### config.mk
export PLATFORM = sky130hd
export DESIGN_NAME = id_stage_pipelined_flat
export DESIGN_NICKNAME = d
export VERILOG_FILES = /design/src/rtl/id_stage_pipelined_if.sv /design/src/rtl/id_stage_pipelined.sv /design/src/flat_wrapper.sv
export SDC_FILE = /design/constraint.sdc
export NUM_CORES = 1
export LEC_CHECK = 0
export ABC_AREA = 1
export BUFFER_PORTS_ARGS = -buffer_cell sky130_fd_sc_hd__buf_2
export CAP_MARGIN = 10
export CORE_MARGIN = 3
export CORE_UTILIZATION = 50
export DETAILED_ROUTE_END_ITERATION = 12
export PLACE_DENSITY = 0.78
export RECOVER_POWER = 50
export SLEW_MARGIN = 20
export SYNTH_ARGS = -nofsm -noshare
export SYNTH_HDL_FRONTEND = slang
export SYNTH_SLANG_ARGS = --single-unit
### constraint.sdc
create_clock -name clk -period 3 [get_ports clk]
set_input_delay 0.15 -clock clk [delete_from_list [all_inputs] [get_ports clk]]
set_output_delay 0.15 -clock clk [all_outputs]
set_load 0.02 [all_outputs]
### src/rtl/id_stage_pipelined_if.sv
// ---------------------------------------------------------------------------
// id_stage_pipelined_if
// Handshake and bus bundle for the registered RV32I decode stage.
//   Fetch side  : if_valid, if_instruction, if_pc  -> stage; id_ready <- stage
//   Control     : flush (redirect), ex_ready (execute accepts ID/EX)
//   Execute side: ex_valid plus the registered decode fields (ex_*)
// Modports:
//   master - the environment around the stage (fetch, execute, redirect)
//   slave  - the decode stage itself
// ---------------------------------------------------------------------------
interface id_stage_pipelined_if #(
    parameter int REG_DATA_WIDTH     = 32,
    parameter int REGFILE_ADDR_WIDTH = 5,
    parameter int ALU_OP_WIDTH       = 4
);
    logic                          if_valid;
    logic [REG_DATA_WIDTH-1:0]     if_instruction;
    logic [REG_DATA_WIDTH-1:0]     if_pc;
    logic                          id_ready;
    logic                          flush;
    logic                          ex_ready;
    logic                          ex_valid;
    logic [REG_DATA_WIDTH-1:0]     ex_pc;
    logic [ALU_OP_WIDTH-1:0]       ex_alu_op;
    logic                          ex_alu_src_imm;
    logic                          ex_alu_src_pc;
    logic [REG_DATA_WIDTH-1:0]     ex_immediate;
    logic                          ex_rd_wr_en;
    logic                          ex_mem_rd;
    logic                          ex_mem_wr;
    logic                          ex_branch;
    logic                          ex_jump;
    logic [2:0]                    ex_funct3;
    logic [REGFILE_ADDR_WIDTH-1:0] ex_rd;
    logic [REGFILE_ADDR_WIDTH-1:0] ex_rs1;
    logic [REGFILE_ADDR_WIDTH-1:0] ex_rs2;
    logic                          ex_illegal;

    modport master (
        output if_valid, if_instruction, if_pc, flush, ex_ready,
        input  id_ready, ex_valid, ex_pc, ex_alu_op, ex_alu_src_imm, ex_alu_src_pc,
               ex_immediate, ex_rd_wr_en, ex_mem_rd, ex_mem_wr, ex_branch, ex_jump,
               ex_funct3, ex_rd, ex_rs1, ex_rs2, ex_illegal
    );

    modport slave (
        input  if_valid, if_instruction, if_pc, flush, ex_ready,
        output id_ready, ex_valid, ex_pc, ex_alu_op, ex_alu_src_imm, ex_alu_src_pc,
               ex_immediate, ex_rd_wr_en, ex_mem_rd, ex_mem_wr, ex_branch, ex_jump,
               ex_funct3, ex_rd, ex_rs1, ex_rs2, ex_illegal
    );
endinterface

### src/rtl/id_stage_pipelined.sv
// ---------------------------------------------------------------------------
// id_stage_pipelined
// Registered RV32I decode stage owning the ID/EX pipeline register.
// Decodes the fetched instruction combinationally into control flags and a
// sign-extended immediate, captures it into ID/EX on advance, inserts a
// one-cycle bubble on a load-use hazard and kills ID/EX on a redirect.
// Ports:
//   clk  - system clock
//   rst  - asynchronous, active-high reset (clears ID/EX)
//   bus  - id_stage_pipelined_if.slave: fetch handshake (if_valid,
//          if_instruction, if_pc, id_ready), flush, ex_ready and the
//          registered ID/EX outputs (ex_valid, ex_pc, ex_alu_op, ...)
// ALU opcodes: ADD=0 SUB=1 SLL=2 SLT=3 SLTU=4 XOR=5 SRL=6 SRA=7 OR=8 AND=9 SEQ=10
// ---------------------------------------------------------------------------
module id_stage_pipelined #(
    parameter int REG_DATA_WIDTH     = 32,
    parameter int REGFILE_ADDR_WIDTH = 5,
    parameter int ALU_OP_WIDTH       = 4,
    parameter bit HAZARD_EN          = 1'b1
) (
    input  logic                 clk,
    input  logic                 rst,
    id_stage_pipelined_if.slave  bus
);
    localparam int W  = REG_DATA_WIDTH;
    localparam int RA = REGFILE_ADDR_WIDTH;

    typedef logic [ALU_OP_WIDTH-1:0] alu_op_t;

    localparam alu_op_t ALU_ADD  = alu_op_t'(0);
    localparam alu_op_t ALU_SUB  = alu_op_t'(1);
    localparam alu_op_t ALU_SLL  = alu_op_t'(2);
    localparam alu_op_t ALU_SLT  = alu_op_t'(3);
    localparam alu_op_t ALU_SLTU = alu_op_t'(4);
    localparam alu_op_t ALU_XOR  = alu_op_t'(5);
    localparam alu_op_t ALU_SRL  = alu_op_t'(6);
    localparam alu_op_t ALU_SRA  = alu_op_t'(7);
    localparam alu_op_t ALU_OR   = alu_op_t'(8);
    localparam alu_op_t ALU_AND  = alu_op_t'(9);
    localparam alu_op_t ALU_SEQ  = alu_op_t'(10);

    localparam logic [6:0] OPC_LUI    = 7'b0110111;
    localparam logic [6:0] OPC_AUIPC  = 7'b0010111;
    localparam logic [6:0] OPC_JAL    = 7'b1101111;
    localparam logic [6:0] OPC_JALR   = 7'b1100111;
    localparam logic [6:0] OPC_BRANCH = 7'b1100011;
    localparam logic [6:0] OPC_LOAD   = 7'b0000011;
    localparam logic [6:0] OPC_STORE  = 7'b0100011;
    localparam logic [6:0] OPC_OP_IMM = 7'b0010011;
    localparam logic [6:0] OPC_OP     = 7'b0110011;
    localparam logic [6:0] OPC_FENCE  = 7'b0001111;

    localparam logic [6:0] F7_ZERO = 7'b0000000;
    localparam logic [6:0] F7_ALT  = 7'b0100000;

    // Field extraction
    logic [31:0]   instr;
    logic [6:0]    opcode;
    logic [2:0]    funct3;
    logic [6:0]    funct7;
    logic [RA-1:0] rd;
    logic [RA-1:0] rs1_raw;
    logic [RA-1:0] rs2;

    assign instr   = bus.if_instruction[31:0];
    assign opcode  = instr[6:0];
    assign funct3  = instr[14:12];
    assign funct7  = instr[31:25];
    assign rd      = RA'(instr[11:7]);
    assign rs1_raw = RA'(instr[19:15]);
    assign rs2     = RA'(instr[24:20]);

    // Immediates, all sign-extended from instr[31]
    logic [W-1:0] imm_i, imm_s, imm_b, imm_u, imm_j;

    assign imm_i = {{(W-11){instr[31]}}, instr[30:20]};
    assign imm_s = {{(W-11){instr[31]}}, instr[30:25], instr[11:7]};
    assign imm_b = {{(W-12){instr[31]}}, instr[7], instr[30:25], instr[11:8], 1'b0};
    assign imm_u = {{(W-31){instr[31]}}, instr[30:12], 12'b0};
    assign imm_j = {{(W-20){instr[31]}}, instr[19:12], instr[20], instr[30:21], 1'b0};

    function automatic alu_op_t alu_from_funct3(input logic [2:0] f3, input logic alt);
        case (f3)
            3'b000:  return alt ? ALU_SUB : ALU_ADD;
            3'b001:  return ALU_SLL;
            3'b010:  return ALU_SLT;
            3'b011:  return ALU_SLTU;
            3'b100:  return ALU_XOR;
            3'b101:  return alt ? ALU_SRA : ALU_SRL;
            3'b110:  return ALU_OR;
            default: return ALU_AND;
        endcase
    endfunction

    // Combinational decode
    alu_op_t       d_alu_op;
    logic          d_src_imm, d_src_pc;
    logic [W-1:0]  d_imm;
    logic          d_rd_wr_en, d_mem_rd, d_mem_wr, d_branch, d_jump, d_illegal;
    logic [RA-1:0] d_rs1;

    always_comb begin
        d_alu_op   = ALU_ADD;
        d_src_imm  = 1'b0;
        d_src_pc   = 1'b0;
        d_imm      = '0;
        d_rd_wr_en = 1'b0;
        d_mem_rd   = 1'b0;
        d_mem_wr   = 1'b0;
        d_branch   = 1'b0;
        d_jump     = 1'b0;
        d_illegal  = 1'b0;
        d_rs1      = rs1_raw;

        case (opcode)
            OPC_LUI: begin
                // Computed as x0 + imm so the ALU path is shared with AUIPC.
                d_rs1      = '0;
                d_src_imm  = 1'b1;
                d_imm      = imm_u;
                d_rd_wr_en = 1'b1;
            end
            OPC_AUIPC: begin
                d_src_pc   = 1'b1;
                d_src_imm  = 1'b1;
                d_imm      = imm_u;
                d_rd_wr_en = 1'b1;
            end
            OPC_JAL: begin
                d_src_pc   = 1'b1;
                d_src_imm  = 1'b1;
                d_imm      = imm_j;
                d_rd_wr_en = 1'b1;
                d_jump     = 1'b1;
            end
            OPC_JALR: begin
                d_src_imm  = 1'b1;
                d_imm      = imm_i;
                d_rd_wr_en = 1'b1;
                d_jump     = 1'b1;
                d_illegal  = (funct3 != 3'b000);
            end
            OPC_BRANCH: begin
                d_imm    = imm_b;
                d_branch = 1'b1;
                case (funct3[2:1])
                    2'b00:   d_alu_op = ALU_SEQ;
                    2'b10:   d_alu_op = ALU_SLT;
                    2'b11:   d_alu_op = ALU_SLTU;
                    default: d_illegal = 1'b1;
                endcase
            end
            OPC_LOAD: begin
                d_src_imm  = 1'b1;
                d_imm      = imm_i;
                d_rd_wr_en = 1'b1;
                d_mem_rd   = 1'b1;
                d_illegal  = (funct3 == 3'b011) || (funct3 == 3'b110) || (funct3 == 3'b111);
            end
            OPC_STORE: begin
                d_src_imm = 1'b1;
                d_imm     = imm_s;
                d_mem_wr  = 1'b1;
                d_illegal = funct3[2] || (funct3 == 3'b011);
            end
            OPC_OP_IMM: begin
                d_src_imm  = 1'b1;
                d_imm      = imm_i;
                d_rd_wr_en = 1'b1;
                // instr[30] is an immediate bit except for the right shifts.
                d_alu_op   = alu_from_funct3(funct3, (funct3 == 3'b101) && instr[30]);
                if (funct3 == 3'b001)
                    d_illegal = (funct7 != F7_ZERO);
                else if (funct3 == 3'b101)
                    d_illegal = (funct7 != F7_ZERO) && (funct7 != F7_ALT);
            end
            OPC_OP: begin
                d_rd_wr_en = 1'b1;
                d_alu_op   = alu_from_funct3(funct3, instr[30]);
                d_illegal  = !((funct7 == F7_ZERO) ||
                               ((funct7 == F7_ALT) && ((funct3 == 3'b000) || (funct3 == 3'b101))));
            end
            OPC_FENCE: begin
                // Single in-order pipe: FENCE is a legal no-op.
            end
            default: begin
                // SYSTEM and all other opcodes go to execute as illegal so it traps.
                d_illegal = 1'b1;
            end
        endcase

        if (d_illegal) begin
            d_alu_op   = ALU_ADD;
            d_src_imm  = 1'b0;
            d_src_pc   = 1'b0;
            d_imm      = '0;
            d_rd_wr_en = 1'b0;
            d_mem_rd   = 1'b0;
            d_mem_wr   = 1'b0;
            d_branch   = 1'b0;
            d_jump     = 1'b0;
        end

        if (rd == '0)
            d_rd_wr_en = 1'b0;
    end

    // Handshake and load-use hazard against the instruction held in ID/EX
    logic adv;
    logic uses_rs2;
    logic hazard_raw;
    logic hazard;

    assign adv        = !bus.ex_valid || bus.ex_ready;
    assign uses_rs2   = (opcode == OPC_OP) || (opcode == OPC_STORE) || (opcode == OPC_BRANCH);
    assign hazard_raw = bus.ex_valid && bus.ex_mem_rd && (bus.ex_rd != '0) &&
                        ((bus.ex_rd == d_rs1) || (uses_rs2 && (bus.ex_rd == rs2)));
    assign hazard     = HAZARD_EN && hazard_raw;
    assign bus.id_ready = adv && !hazard;

    // ID/EX register; fields other than ex_valid hold across bubbles and flushes.
    always_ff @(posedge clk or posedge rst) begin
        if (rst) begin
            bus.ex_valid       <= 1'b0;
            bus.ex_pc          <= '0;
            bus.ex_alu_op      <= '0;
            bus.ex_alu_src_imm <= 1'b0;
            bus.ex_alu_src_pc  <= 1'b0;
            bus.ex_immediate   <= '0;
            bus.ex_rd_wr_en    <= 1'b0;
            bus.ex_mem_rd      <= 1'b0;
            bus.ex_mem_wr      <= 1'b0;
            bus.ex_branch      <= 1'b0;
            bus.ex_jump        <= 1'b0;
            bus.ex_funct3      <= '0;
            bus.ex_rd          <= '0;
            bus.ex_rs1         <= '0;
            bus.ex_rs2         <= '0;
            bus.ex_illegal     <= 1'b0;
        end else if (bus.flush) begin
            bus.ex_valid <= 1'b0;
        end else if (adv) begin
            if (hazard || !bus.if_valid) begin
                bus.ex_valid <= 1'b0;
            end else begin
                bus.ex_valid       <= 1'b1;
                bus.ex_pc          <= bus.if_pc;
                bus.ex_alu_op      <= d_alu_op;
                bus.ex_alu_src_imm <= d_src_imm;
                bus.ex_alu_src_pc  <= d_src_pc;
                bus.ex_immediate   <= d_imm;
                bus.ex_rd_wr_en    <= d_rd_wr_en;
                bus.ex_mem_rd      <= d_mem_rd;
                bus.ex_mem_wr      <= d_mem_wr;
                bus.ex_branch      <= d_branch;
                bus.ex_jump        <= d_jump;
                bus.ex_funct3      <= funct3;
                bus.ex_rd          <= rd;
                bus.ex_rs1         <= d_rs1;
                bus.ex_rs2         <= rs2;
                bus.ex_illegal     <= d_illegal;
            end
        end
    end
endmodule

### src/flat_wrapper.sv
// flat-port wrapper written by rule: the top's interface ports become plain ports
module id_stage_pipelined_flat 
#(
    parameter int REG_DATA_WIDTH     = 32,
    parameter int REGFILE_ADDR_WIDTH = 5,
    parameter int ALU_OP_WIDTH       = 4,
    parameter bit HAZARD_EN          = 1'b1
)
  (clk, rst, bus_if_valid, bus_if_instruction, bus_if_pc, bus_flush, bus_ex_ready, bus_id_ready, bus_ex_valid, bus_ex_pc, bus_ex_alu_op, bus_ex_alu_src_imm, bus_ex_alu_src_pc, bus_ex_immediate, bus_ex_rd_wr_en, bus_ex_mem_rd, bus_ex_mem_wr, bus_ex_branch, bus_ex_jump, bus_ex_funct3, bus_ex_rd, bus_ex_rs1, bus_ex_rs2, bus_ex_illegal);
  id_stage_pipelined_if #(.REG_DATA_WIDTH(REG_DATA_WIDTH), .REGFILE_ADDR_WIDTH(REGFILE_ADDR_WIDTH), .ALU_OP_WIDTH(ALU_OP_WIDTH)) bus_i ();
  input  logic clk;
  input  logic rst;
  input wire logic [$bits(bus_i.if_valid)-1:0] bus_if_valid;
  input wire logic [$bits(bus_i.if_instruction)-1:0] bus_if_instruction;
  input wire logic [$bits(bus_i.if_pc)-1:0] bus_if_pc;
  input wire logic [$bits(bus_i.flush)-1:0] bus_flush;
  input wire logic [$bits(bus_i.ex_ready)-1:0] bus_ex_ready;
  output wire logic [$bits(bus_i.id_ready)-1:0] bus_id_ready;
  output wire logic [$bits(bus_i.ex_valid)-1:0] bus_ex_valid;
  output wire logic [$bits(bus_i.ex_pc)-1:0] bus_ex_pc;
  output wire logic [$bits(bus_i.ex_alu_op)-1:0] bus_ex_alu_op;
  output wire logic [$bits(bus_i.ex_alu_src_imm)-1:0] bus_ex_alu_src_imm;
  output wire logic [$bits(bus_i.ex_alu_src_pc)-1:0] bus_ex_alu_src_pc;
  output wire logic [$bits(bus_i.ex_immediate)-1:0] bus_ex_immediate;
  output wire logic [$bits(bus_i.ex_rd_wr_en)-1:0] bus_ex_rd_wr_en;
  output wire logic [$bits(bus_i.ex_mem_rd)-1:0] bus_ex_mem_rd;
  output wire logic [$bits(bus_i.ex_mem_wr)-1:0] bus_ex_mem_wr;
  output wire logic [$bits(bus_i.ex_branch)-1:0] bus_ex_branch;
  output wire logic [$bits(bus_i.ex_jump)-1:0] bus_ex_jump;
  output wire logic [$bits(bus_i.ex_funct3)-1:0] bus_ex_funct3;
  output wire logic [$bits(bus_i.ex_rd)-1:0] bus_ex_rd;
  output wire logic [$bits(bus_i.ex_rs1)-1:0] bus_ex_rs1;
  output wire logic [$bits(bus_i.ex_rs2)-1:0] bus_ex_rs2;
  output wire logic [$bits(bus_i.ex_illegal)-1:0] bus_ex_illegal;
  assign bus_i.if_valid = bus_if_valid;
  assign bus_i.if_instruction = bus_if_instruction;
  assign bus_i.if_pc = bus_if_pc;
  assign bus_i.flush = bus_flush;
  assign bus_i.ex_ready = bus_ex_ready;
  assign bus_id_ready = bus_i.id_ready;
  assign bus_ex_valid = bus_i.ex_valid;
  assign bus_ex_pc = bus_i.ex_pc;
  assign bus_ex_alu_op = bus_i.ex_alu_op;
  assign bus_ex_alu_src_imm = bus_i.ex_alu_src_imm;
  assign bus_ex_alu_src_pc = bus_i.ex_alu_src_pc;
  assign bus_ex_immediate = bus_i.ex_immediate;
  assign bus_ex_rd_wr_en = bus_i.ex_rd_wr_en;
  assign bus_ex_mem_rd = bus_i.ex_mem_rd;
  assign bus_ex_mem_wr = bus_i.ex_mem_wr;
  assign bus_ex_branch = bus_i.ex_branch;
  assign bus_ex_jump = bus_i.ex_jump;
  assign bus_ex_funct3 = bus_i.ex_funct3;
  assign bus_ex_rd = bus_i.ex_rd;
  assign bus_ex_rs1 = bus_i.ex_rs1;
  assign bus_ex_rs2 = bus_i.ex_rs2;
  assign bus_ex_illegal = bus_i.ex_illegal;
  id_stage_pipelined #(.REG_DATA_WIDTH(REG_DATA_WIDTH), .REGFILE_ADDR_WIDTH(REGFILE_ADDR_WIDTH), .ALU_OP_WIDTH(ALU_OP_WIDTH), .HAZARD_EN(HAZARD_EN)) u_core (.clk(clk), .rst(rst), .bus(bus_i));
endmodule
* Word-level counts from Yosys, hierarchy flattened
Index checks and enable logic that the tools add are counted.
** Storage, ports and cells
- Register bits :: 95
- Bits in latches :: 0
- RAM bits :: 0
- ROM bits :: 0
- Input port bits :: 69
- Output and inout bits :: 96
- Logic and storage cells :: 114
- Memories kept :: 0
** Operators by class
- Add/sub/neg operators :: 0
- $mul :: 0
- Div/mod/pow operators :: 0
- Order comparisons :: 0
- Eq/ne operators :: 23
- Shift operators :: 0
- Muxes and demuxes :: 34
- Bitwise gates (word level) :: 2
- Reduce and logical (&&, ||, !) cells :: 39
** Operators with widths (number)
- case mux 32 bit (5 select lines) :: 1
- case mux 4 bit (7 select lines) :: 2
- 2-to-1 mux 32 bit :: 1
- equality test 7 x 6 -> 1 bit (second input constant) :: 4
- 2-to-1 mux 1 bit :: 25
- case mux 4 bit (3 select lines) :: 2
- equality test 7 bit (second input constant) :: 3
- equality test 7 x 5 -> 1 bit (second input constant) :: 2
- OR reduction 7 bit :: 2
- equality test 3 bit (second input constant) :: 4
- equality test 5 bit :: 2
- logical OR 1 bit :: 10
- logical AND 1 bit :: 8
- equality test 7 x 2 -> 1 bit (second input constant) :: 1
- equality test 7 x 4 -> 1 bit (second input constant) :: 1
- logical NOT 7 bit :: 1
- inequality test 7 x 6 -> 1 bit (second input constant) :: 1
- case mux 1 bit (7 select lines) :: 1
- nonzero test 7 bit :: 1
- equality test 3 x 2 -> 1 bit (second input constant) :: 2
- OR reduction 2 bit :: 3
- OR reduction 3 bit :: 2
- logical NOT 5 bit :: 1
- 2-to-1 mux 5 bit :: 1
- other kinds (12) :: 17

* Longest topological paths before layout
- Depth after elaboration :: 10
- Depth in mapped cells :: 17

* Least setup slack after synthesis
Ideal clock, no wire load.
- Path type :: reg2reg
- From :: register u_core.bus.ex_rd[4] (netlist name)
- To :: register u_core.bus.ex_alu_op[0]
- Setup time :: 117 ps
- Arrival time :: 1562 ps
- Required time :: 2883 ps
- Setup slack :: 1321 ps
- Cell stages (with the launch flop) :: 11
- Path through :: dfrtp_1 inv_1 nand3_1 o311ai_0 inv_1 nand2_2 nand3_2 buf_6 buf_6 nand2_1 nand2_1
** On the way
- Cells in the longest elaborated chain, start to end :: 7
** RTL lines
- start: declaration :: RTL line id_stage_pipelined_if.sv:50 : ex_funct3, ex_rd, ex_rs1, ex_rs2, ex_illegal
- start signal: assignment :: RTL line id_stage_pipelined.sv:258 : bus.ex_rd <= rd;
- equality test 5 bit :: RTL line id_stage_pipelined.sv:217 : ((bus.ex_rd == d_rs1) || (uses_rs2 && (bus.ex_rd == rs2)));
- logical AND 1 bit :: RTL line id_stage_pipelined.sv:217
- logical OR 1 bit :: RTL line id_stage_pipelined.sv:217
- logical AND 1 bit (*) :: RTL line id_stage_pipelined.sv:216 : assign hazard_raw = bus.ex_valid && bus.ex_mem_rd && (bus.ex_rd != '0) &&
- logical OR 1 bit (*) :: RTL line id_stage_pipelined.sv:243 : if (hazard || !bus.if_valid) begin
- NOT 1 bit (no source line) (*)
- AND reduction 3 bit (no source line) (*)
- end signal: assignment :: RTL line id_stage_pipelined.sv:248 : bus.ex_alu_op <= d_alu_op;
- end: declaration :: RTL line id_stage_pipelined_if.sv:48 : output id_ready, ex_valid, ex_pc, ex_alu_op, ex_alu_src_imm, ex_alu_src_pc,
Every way passes the cells marked *; elsewhere a longest branch is shown, timed or not.
A chain may end at the register's enable or synchronous reset.

* Worst setup path after layout
- From :: register u_core.bus.ex_rd[3] (netlist name)
- To :: register u_core.bus.ex_immediate[26] (netlist name)
** On the way
- Cells in the longest elaborated chain, start to end :: 7
** RTL lines
- equality test 5 bit :: RTL line id_stage_pipelined.sv:217
- logical AND 1 bit :: RTL line id_stage_pipelined.sv:217
- logical OR 1 bit :: RTL line id_stage_pipelined.sv:217
- logical AND 1 bit (*) :: RTL line id_stage_pipelined.sv:216
- logical OR 1 bit (*) :: RTL line id_stage_pipelined.sv:243
- NOT 1 bit (no source line) (*)
- AND reduction 3 bit (no source line) (*)
- end signal: assignment :: RTL line id_stage_pipelined.sv:251 : bus.ex_immediate <= d_imm;
- end: declaration :: RTL line id_stage_pipelined_if.sv:49 : ex_immediate, ex_rd_wr_en, ex_mem_rd, ex_mem_wr, ex_branch, ex_jump,
Marks and branches as above.

==> flow_summary.toml <==
[run_status]
status = "complete, but fails checks"
violations = "max-capacitance violations, max-slew violations"

[min_path]
worstHoldPathType = "input port to flop"
hold_path.startpoint = "bus_if_pc[7]"
hold_path_depth = 3
hold_end = "u_core.bus.ex_pc[7]$_DFFE_PP0P_"

[route]
vias = 5480
wl_um = 15600
final_antenna_net_count = 0
drc = 0
vias_per_cell = 5.47
dr.pass1.iters = 5
drt_iter0_markers = 437
routedWlPerCell_um = 15.5

[logic_synthesis]
synth_ff_type = "dfrtp_1"
syn_area_mm2 = 0.00524
yosys.area.top_type = "dfrtp_1"
synth_edf_count = 0
synthTopCellsByArea = "dfrtp_1 45%, nand2_1 18%, nand4_1 11%"
synth_top_area_share = 0.454
synth.net_count = 799
ys_ff_latch = 95
synthesis.area_per_instance_um2 = 7.18
yosysSeqAreaShare = 0.454
synth_cell_types = 31
async_reset_ff_frac = 1.00
synth_cells = 730
yosys_warnings = 0

[worst_setup_path]
critPathRequiredTime_ns = 3.26
startpoint = "u_core.bus.ex_rd[3]$_DFFE_PP0P_"
arrival_ns = 2.39
cp-end-kind = "flop"
r2r_slack_ns = 0.87
r2r_end = "u_core.bus.ex_immediate[26]$_DFFE_PP0P_"
worstRegToRegCells = 9
rr_startpoint = "u_core.bus.ex_rd[3]$_DFFE_PP0P_"
critPathLaunchType = "flop"
cp_max_fo = 34
path_class = "flop to flop"

[timing]
hold_viol = 0
relSlewSlack = -0.317
fin_crit_ns = 2.13
rsz0062_at_grt = "no"
fin_skew_ns = 0.0121
min_period_over_period = 0.710
clock.fmax_mhz = 470
finalSetupViolations = 0
finalSetupTns_ns = 0
slew_viol_final = 96
worst_slew_pin_slew_ns = 1.97

[placement]
dp.cells = 986
globalplace.congestion = 1.00
dp_hpwl_um = 11200
io_buffers = 164

[clock_network]
cts.sinks = 95
worst_skew_pair.late_latency_ns = 0.37
clock_path_buffers = 2
post_cts_resize_count = 0
cts_tree = "yes"
numCtsBuffers = 9
path_clk_slew_ns = 0.11
htree_levels = 3
post_cts_buffers = 0
cts_hold_buf = 0
root_buffer = "clkbuf_8"

[power]
p_int_mw = 1.91
seqPwrFrac = 0.502
switching_share = 0.343
p_per_area_mw_per_mm2 = 468
total_switching_power_mw = 0.995
p_clk_frac = 0.286
p_comb_frac = 0.212
power.leakage_nw = 3.41
vdd_drop_max_uv = 246

[global_route]
grt_pass1_wl_um = 25500
antenna_found_initial = 0
grt-ovfl-total = 0
grt_pass1_vias = 5155
grt_usage = 0.271
grt_start_max_net_pins = 96

[layout]
area_growth_pct = 18.2
final_common_cell = "nand2_1"
finalNonFillerCells = 1002
drive_above_1_share = 0.178
layout_common_cells = "252 x nand2_1, 115 x buf_2, 110 x nor2_1, 95 x nand4_1, 95 x dfrtp_1"
antenna_cells = 0
nets = 933

[floorplan]
fp.dieH_um = 108
die-width_um = 108
initial_core_util = 0.524
coreArea_mm2 = 0.0100
rows = 36
die-area_mm2 = 0.0117
io_pins = 165

[run]
drv_cap = 1
-- routing by layer --
layer	vias up	part of all wire	wire length, um	track usage
li1	2651	-	-	-
met4	0	0.016	251	0.0775
met2	209	0.46	7120	0.422
met5	-	0	0	0
met1	2596	0.46	7200	0.393
met3	24	0.065	1010	0.0418
-- cell type report --
class	count	area [um2]
clock inverter	6	51.3
inverter	50	191
multi-input combinational	535	2430
fill	960	3800
tap	133	166
clock buffer	10	138
timing repair buffer	173	840
sequential	95	2380
-- worst max-delay path, stage by stage, from the launching register on --
cell and delay, ns:
dfrtp_1 0.45, inv_1 0.12, nand3_1 0.07, o311ai_0 0.28, inv_1 0.11, nand2_2 0.12, nand3_4 0.32, buf_4 0.37
nand2_1 0.10, nand2_1 0.06
-- worst max-delay path by stage --
stage	to	slack, ns
final	u_core.bus.ex_immediate[26]$_DFFE_PP0P_	0.87
after global routing	u_core.bus.ex_immediate[26]$_DFFE_PP0P_	0.69
after CTS	u_core.bus.ex_immediate[26]$_DFFE_PP0P_	0.85
after detailed placement	u_core.bus.ex_immediate[26]$_DFFE_PP0P_	0.69
after global placement	u_core.bus.ex_immediate[26]$_DFFE_PP0P_	0.75
after floorplan	u_core.bus.ex_alu_op[0]$_DFFE_PP0P_	0.37
-- synthesized netlist by cell type, drive strengths merged, types with 5 or more instances --
cell,n
dfrtp,95
o21ai,8
a31oi,6
nor3,5
nand2,257
nand3,22
nor2,113
nand4,95
inv,49
buf,29
clkbuf,21
a21oi,16
-- power groups by stage --
stage / Combinational, mW / Sequential, mW / Clock [mW]
final: 0.616 / 1.46 / 0.830
after detailed placement: 0.630 / 1.48 / 0
after floorplan: 0.260 / 1.61 / 0
after CTS: 0.631 / 1.45 / 0.837
after global placement: 0.618 / 1.48 / 0
after global routing: 0.686 / 1.47 / 0.891
-- cells by family (layout without fill, tap and decap cells) --
logic type	after synthesis	in the layout	share of synthesized area
simple gates	496	496	0.416
xor+xnor	3	3	0.00501
compound gates	36	36	0.0392
flops	95	95	0.454
buf+inv	100	239	0.0864
-- through the flow --
| stage | setup WS, ns | instance area, um2 | hold slack (ns) | util | power [mW] |
|---|---|---|---|---|---|
| 2_1_floorplan | 0.373 | 5240 | 0.262 | - | 1.87 |
| 3_3_place_gp | 0.753 | 6070 | 0.394 | 0.607 | 2.09 |
| 3_5_place_dp | 0.695 | 6070 | 0.402 | 0.607 | 2.11 |
| 4_1_cts | 0.851 | 6260 | 0.00989 | 0.626 | 2.92 |
| 5_1_grt | 0.686 | 6200 | 0.00431 | 0.620 | 3.05 |
| 6_report | 0.871 | 6200 | 0.0194 | 0.620 | 2.90 |
-- sequential cells by signal, summed over array words and instances, names as in the netlist --
name	cells
u_core.bus.ex_alu_src_pc	1
u_core.bus.ex_alu_src_imm	1
u_core.bus.ex_rd_wr_en	1
u_core.bus.ex_rs1	5
u_core.bus.ex_mem_wr	1
u_core.bus.ex_alu_op	4
u_core.bus.ex_mem_rd	1
u_core.bus.ex_funct3	3
u_core.bus.ex_rd	5
u_core.bus.ex_jump	1
u_core.bus.ex_illegal	1
u_core.bus.ex_immediate	32
u_core.bus.ex_valid	1
u_core.bus.ex_branch	1
u_core.bus.ex_pc	32
u_core.bus.ex_rs2	5
No activity file was read; power rests on OpenSTA's default activity.
